### src/rtl/uart_pkg.sv
`default_nettype none
// ============================================================================
// Module  : uart_pkg
// Brief   : Shared UART types, constants and baud helper (rx now, tx later).
// Revision: 1.0
// ============================================================================
package uart_pkg;

  localparam int DATA_BITS = 8;

  typedef enum logic [2:0] {
    ST_IDLE   = 3'd0,
    ST_START  = 3'd1,
    ST_DATA   = 3'd2,
    ST_PARITY = 3'd3,
    ST_STOP   = 3'd4,
    ST_BREAK  = 3'd5
  } rx_state_t;

  function automatic int clks_per_bit(input int clk_hz, input int baud);
    return clk_hz / baud;
  endfunction

endpackage
`default_nettype wire

### src/rtl/sync_2ff.sv
`default_nettype none
// ============================================================================
// Module  : sync_2ff
// Brief   : Two-flop synchroniser with configurable width and reset value.
// Revision: 1.0
// ============================================================================
module sync_2ff #(
  parameter int               WIDTH     = 1,
  parameter logic [WIDTH-1:0] RESET_VAL = '0
) (
  input  logic             clk,
  input  logic             rst,
  input  logic [WIDTH-1:0] d,
  output logic [WIDTH-1:0] q
);

  logic [WIDTH-1:0] meta;

  always_ff @(posedge clk or posedge rst) begin
    if (rst) begin
      meta <= RESET_VAL;
      q    <= RESET_VAL;
    end else begin
      meta <= d;
      q    <= meta;
    end
  end

endmodule
`default_nettype wire

### src/rtl/uart_rx.sv
`default_nettype none
// ============================================================================
// Module  : uart_rx
// Brief   : 8-bit LSB-first UART receiver, 1 stop bit, mid-bit sampling.
//           Define UART_RX_PARITY_EN to add a parity bit (PARITY_ODD selects sense).
// Revision: 1.0
// ============================================================================
module uart_rx
  import uart_pkg::*;
#(
  parameter int CLK_FREQ_HZ = 50_000_000,
  parameter int BAUD_RATE   = 115200,
  parameter int PARITY_ODD  = 0
) (
  input  logic                 i_clk,
  input  logic                 i_rst,
  input  logic                 i_rx,
  output logic [DATA_BITS-1:0] o_data,
  output logic                 o_valid,
  output logic                 o_frame_err,
  output logic                 o_parity_err
);

  localparam int CLKS_PER_BIT = clks_per_bit(CLK_FREQ_HZ, BAUD_RATE);
  localparam int CNT_W        = $clog2(CLKS_PER_BIT);
  localparam logic [CNT_W-1:0] CNT_FULL = CNT_W'(CLKS_PER_BIT - 1);
  localparam logic [CNT_W-1:0] CNT_HALF = CNT_W'(CLKS_PER_BIT / 2 - 1);
  localparam logic [2:0]       LAST_BIT = 3'(DATA_BITS - 1);

  if (CLKS_PER_BIT < 4) begin : g_chk_cpb
    $error("uart_rx: CLKS_PER_BIT must be at least 4");
  end
  if (PARITY_ODD != 0 && PARITY_ODD != 1) begin : g_chk_parity
    $error("uart_rx: PARITY_ODD must be 0 or 1");
  end

  logic                 rx_s;
  logic                 rx_prev;
  rx_state_t            state, state_next;
  logic [CNT_W-1:0]     clk_cnt, clk_cnt_next;
  logic [2:0]           bit_idx, bit_idx_next;
  logic [DATA_BITS-1:0] shreg, shreg_next;
  logic [DATA_BITS-1:0] data_next;
  logic                 valid_next, frame_err_next;

  sync_2ff #(
    .WIDTH    (1),
    .RESET_VAL(1'b1)
  ) u_sync (
    .clk(i_clk),
    .rst(i_rst),
    .d  (i_rx),
    .q  (rx_s)
  );

`ifdef UART_RX_PARITY_EN
  logic parity_ok, parity_ok_next, parity_err_next;
`endif

  always_ff @(posedge i_clk or posedge i_rst) begin
    if (i_rst) begin
      state       <= ST_IDLE;
      rx_prev     <= 1'b0;
      clk_cnt     <= '0;
      bit_idx     <= '0;
      shreg       <= '0;
      o_data      <= '0;
      o_valid     <= 1'b0;
      o_frame_err <= 1'b0;
    end else begin
      state       <= state_next;
      rx_prev     <= rx_s;
      clk_cnt     <= clk_cnt_next;
      bit_idx     <= bit_idx_next;
      shreg       <= shreg_next;
      o_data      <= data_next;
      o_valid     <= valid_next;
      o_frame_err <= frame_err_next;
    end
  end

`ifdef UART_RX_PARITY_EN
  always_ff @(posedge i_clk or posedge i_rst) begin
    if (i_rst) begin
      parity_ok    <= 1'b0;
      o_parity_err <= 1'b0;
    end else begin
      parity_ok    <= parity_ok_next;
      o_parity_err <= parity_err_next;
    end
  end
`else
  assign o_parity_err = 1'b0;
`endif

  always_comb begin
    state_next     = state;
    clk_cnt_next   = clk_cnt;
    bit_idx_next   = bit_idx;
    shreg_next     = shreg;
    data_next      = o_data;
    valid_next     = 1'b0;
    frame_err_next = 1'b0;
`ifdef UART_RX_PARITY_EN
    parity_ok_next  = parity_ok;
    parity_err_next = 1'b0;
`endif
    case (state)
      ST_IDLE: begin
        if (rx_prev && !rx_s) begin
          state_next   = ST_START;
          clk_cnt_next = '0;
        end
      end
      ST_START: begin
        // Half a bit in: a line that has gone high again was only a glitch.
        if (clk_cnt == CNT_HALF) begin
          clk_cnt_next = '0;
          bit_idx_next = '0;
          state_next   = rx_s ? ST_IDLE : ST_DATA;
        end else begin
          clk_cnt_next = clk_cnt + 1'b1;
        end
      end
      ST_DATA: begin
        if (clk_cnt == CNT_FULL) begin
          clk_cnt_next        = '0;
          shreg_next[bit_idx] = rx_s;
          bit_idx_next        = bit_idx + 1'b1;
          if (bit_idx == LAST_BIT) begin
`ifdef UART_RX_PARITY_EN
            state_next = ST_PARITY;
`else
            state_next = ST_STOP;
`endif
          end
        end else begin
          clk_cnt_next = clk_cnt + 1'b1;
        end
      end
`ifdef UART_RX_PARITY_EN
      ST_PARITY: begin
        if (clk_cnt == CNT_FULL) begin
          clk_cnt_next   = '0;
          parity_ok_next = ((^shreg) ^ rx_s) == (PARITY_ODD != 0);
          state_next     = ST_STOP;
        end else begin
          clk_cnt_next = clk_cnt + 1'b1;
        end
      end
`endif
      ST_STOP: begin
        if (clk_cnt == CNT_FULL) begin
          clk_cnt_next = '0;
          if (!rx_s) begin
            frame_err_next = 1'b1;
            state_next     = ST_BREAK;
          end
`ifdef UART_RX_PARITY_EN
          else if (!parity_ok) begin
            parity_err_next = 1'b1;
            state_next      = ST_IDLE;
          end
`endif
          else begin
            valid_next = 1'b1;
            data_next  = shreg;
            state_next = ST_IDLE;
          end
        end else begin
          clk_cnt_next = clk_cnt + 1'b1;
        end
      end
      ST_BREAK: begin
        if (rx_s) state_next = ST_IDLE;
      end
      default: state_next = ST_IDLE;
    endcase
  end

endmodule
`default_nettype wire

### config.mk
export PLATFORM = sky130hd
export DESIGN_NAME = uart_rx
export DESIGN_NICKNAME = d
export VERILOG_FILES = /design/src/rtl/uart_pkg.sv /design/src/rtl/sync_2ff.sv /design/src/rtl/uart_rx.sv
export SDC_FILE = /design/constraint.sdc
export NUM_CORES = 1
export LEC_CHECK = 0
export BUFFER_PORTS_ARGS = -buffer_cell sky130_fd_sc_hd__clkbuf_2
export CORE_ASPECT_RATIO = 0.9
export CORE_UTILIZATION = 59
export DETAILED_ROUTE_END_ITERATION = 8
export PLACE_DENSITY_LB_ADDON = 0.05
export SLEW_MARGIN = 20
export SYNTH_ARGS = -nofsm -noshare
export SYNTH_HDL_FRONTEND = slang
export SYNTH_SLANG_ARGS = --single-unit
export TNS_END_PERCENT = 50
### constraint.sdc
create_clock -name i_clk -period 2.6 [get_ports i_clk]
set_input_delay 0.39 -clock i_clk [delete_from_list [all_inputs] [get_ports i_clk]]
set_output_delay 0.39 -clock i_clk [all_outputs]
set_load 0.005 [all_outputs]
==> impl_metrics.ini <==
[cts]
clockBufferDepth = 2
cts_root_buffer = clkbuf_4
cts_buffers = 5
clkLatencyLatePin_ns = 0.33
cts_tree = done
cts_hold_buf = 0
clkSinkCount = 36
cts_setup_buffers = 0
htreeDepth = 2
clk_pin_slew_ns = 0.11
post_cts_resized = 0

[sta]
slew_violations = 0
slew_headroom_pct = 66.50
setup_violations = 0
worst_pin_slew_ns = 0.5020
fin_crit_ns = 1.950
fin_tns_setup_ns = 0
skew_ns = 0.008087
fin_crit_sh_pct = 75.00
finalHoldViolations = 0
hold_slack_ns = 0.04314
max_freq_mhz = 512.8
grt_setup_unrepaired = no

[power]
ir_drop_mv = 0.4014
p_int_mw = 0.9170
seqPwrFrac_pct = 49.9
swShare_pct = 32.85
p_leak_nw = 0.9709
power.share.clock_pct = 24.6
power.density_nw_per_um2 = 673.7
p_total_mw = 1.366
power.switching_mw = 0.4487
power_frac_comb_pct = 25.5

[final_layout]
fin_nets = 184
mostFrequentLayoutCell = dfrtp_1
drive_above_1_share_pct = 31.07
syn_to_final_growth_pct = 8.289
final_cell_mix = 34 x dfrtp_1, 16 x mux2_2, 16 x nand2_1, 12 x clkbuf_2, 9 x o21ai_0
n_antenna_cell = 0

[synth]
ys_seq_elements = 36
syn_inst = 163
syn_area_per_cell_um2 = 11.48
ys_types = 47
synth.top_cell.area_share_pct = 45.45
synth_nets = 171
seq_area_frac_synth_pct = 48.26
yosysTopAreaCell = dfrtp_1
yosys_warnings = 0
synth.top_cells.by_area = dfrtp_1 45%, mux2_2 9.6%, ha_1 3.3%
netlist_area_um2 = 1872

[outcome]
status = complete, no violations

[global_route]
overflow = 0
grt_pass1_wl_mm = 5.416
grt_antenna_before_repair = 0
grt_max_degree = 24
grt_pass1_vias = 1182
grt_use_total_pct = 21.85

[placement]
portBuffers = 12
hpwl_mm = 2.318
gp_congestion = 0.8120

[route]
wl_met3_um = 97
wl_per_cell_um = 14.63
routed_wl_mm = 3.204
drt_first_pass_iters = 4
num_vias = 1241
routed.top_layer = met4
drc = 0
drt-met1-wl_mm = 1.680
drt-vias-per-instance = 5.667
wl_met2_mm = 1.391
final_antenna_net_count = 0
first_iter_violations = 67

[floorplanning]
rows = 19
core-area_um2 = 3043
start_util_pct = 61.51
die_h_um = 55.44
die_w_um = 61.37
pin_count = 14
die_area_um2 = 3402

[worst_setup_path]
end_kind = flop
path_max_fanout = 9
start_kind = flop
critPathRequiredTime_ns = 2.84
critPathKind = flop to flop
critPathArrivalTime_ns = 2.19

[run]
maxCapViolations = 0

[worst_hold_path]
min-delay-path-class = primary input to async pin
power groups by stage:
stage | clock network [mW] | logic, mW | registers (mW)
after floorplan | 0 | 0.325 | 0.643
after global placement | 0 | 0.345 | 0.686
after detailed placement | 0 | 0.347 | 0.692
after CTS | 0.346 | 0.348 | 0.681
after global routing | 0.366 | 0.386 | 0.694
final | 0.336 | 0.348 | 0.682
logic make-up after synthesis:
family | share of synthesized area, %
simple gates | 21.39
xor+xnor | 0.9360
flops | 48.26
compound gates | 12.50
mux | 9.626
fa+ha+maj | 3.877
other cells | 0.2003
buf+inv | 3.209
metrics by stage:
step           area (um^2)  utilization, %  instances  setup WS [ns]
2_1_floorplan         1872               -        163         0.8066
3_3_place_gp          1958           64.35        211         0.6826
3_5_place_dp          1958           64.35        211         0.6852
4_1_cts               2027           66.61        219         0.6516
5_1_grt               2027           66.61        219         0.5461
6_report              2027           66.61        219         0.6499
final cells by class:
type / instances / area, um^2
Clock buffer: 8 / 68.82
Fill cell: 247 / 1016
Inverter: 7 / 26.28
Multi-Input combinational cell: 113 / 908.4
Sequential cell: 36 / 903.4
Tap cell: 42 / 52.55
Timing Repair Buffer: 13 / 67.56
cells in the mapped netlist, drive strengths merged:
library cell and number:
and4bb 1, nor2b 3, a21o 2, or3b 2, mux2 16, nand2b 2
o32ai 1, nand2 16, and3b 1, xnor2 2, nand4 3, o21ba 1
nor4b 1, dfrtp 34, and4b 2, o211ai 3, buf 4, nand4b 3
a2bb2oi 1, o31ai 1, ha 5, conb 1, o21ai 9, or2 2
dfstp 2, nand3 5, o22ai 2, a31oi 1, o21a 1, a31o 1
maj3 1, a22o 4, nor3 7, nor2 7, inv 7, nand3b 3
nor4 1, nand4bb 1, clkbuf 3, o311a 1
state kept, by name, summed over array words and instances (netlist names):
register	count
bit_idx	3
clk_cnt	9
o_data	8
o_frame_err	1
o_valid	1
rx_prev	1
shreg	8
state	3
u_sync.meta	1
u_sync.q	1
critical path, stage by stage, from the launching register on:
cell and delay, ns:
dfrtp_1 0.44, inv_1 0.10, ha_1 0.19, nand4b_4 0.18, o311a_4 0.45, or2_4 0.27, o32ai_2 0.24
worst paths after layout:
check | start | to | slack (ns) | depth (start not counted)
setup / recovery | clk_cnt[1] | state[2] | 0.65 | 6
hold / removal | i_rst | o_data[0] | 0.04 | 2
setup reg to reg | clk_cnt[1] | state[2] | 0.65 | 6
hold reg to reg | u_sync.meta | u_sync.q | 0.37 | 0
max in group asynchronous | i_rst | u_sync.q | 1.81 | 3
min in group i_clk | i_rx | u_sync.meta | 0.14 | 1
layer usage:
layer | track usage (%) | vias up
li1 | - | 613
met1 | 34.11 | 599
met2 | 28.57 | 25
met3 | 6.557 | 4
met4 | 7.619 | 0
met5 | 0 | -
No activity file was read; power rests on OpenSTA's default activity.
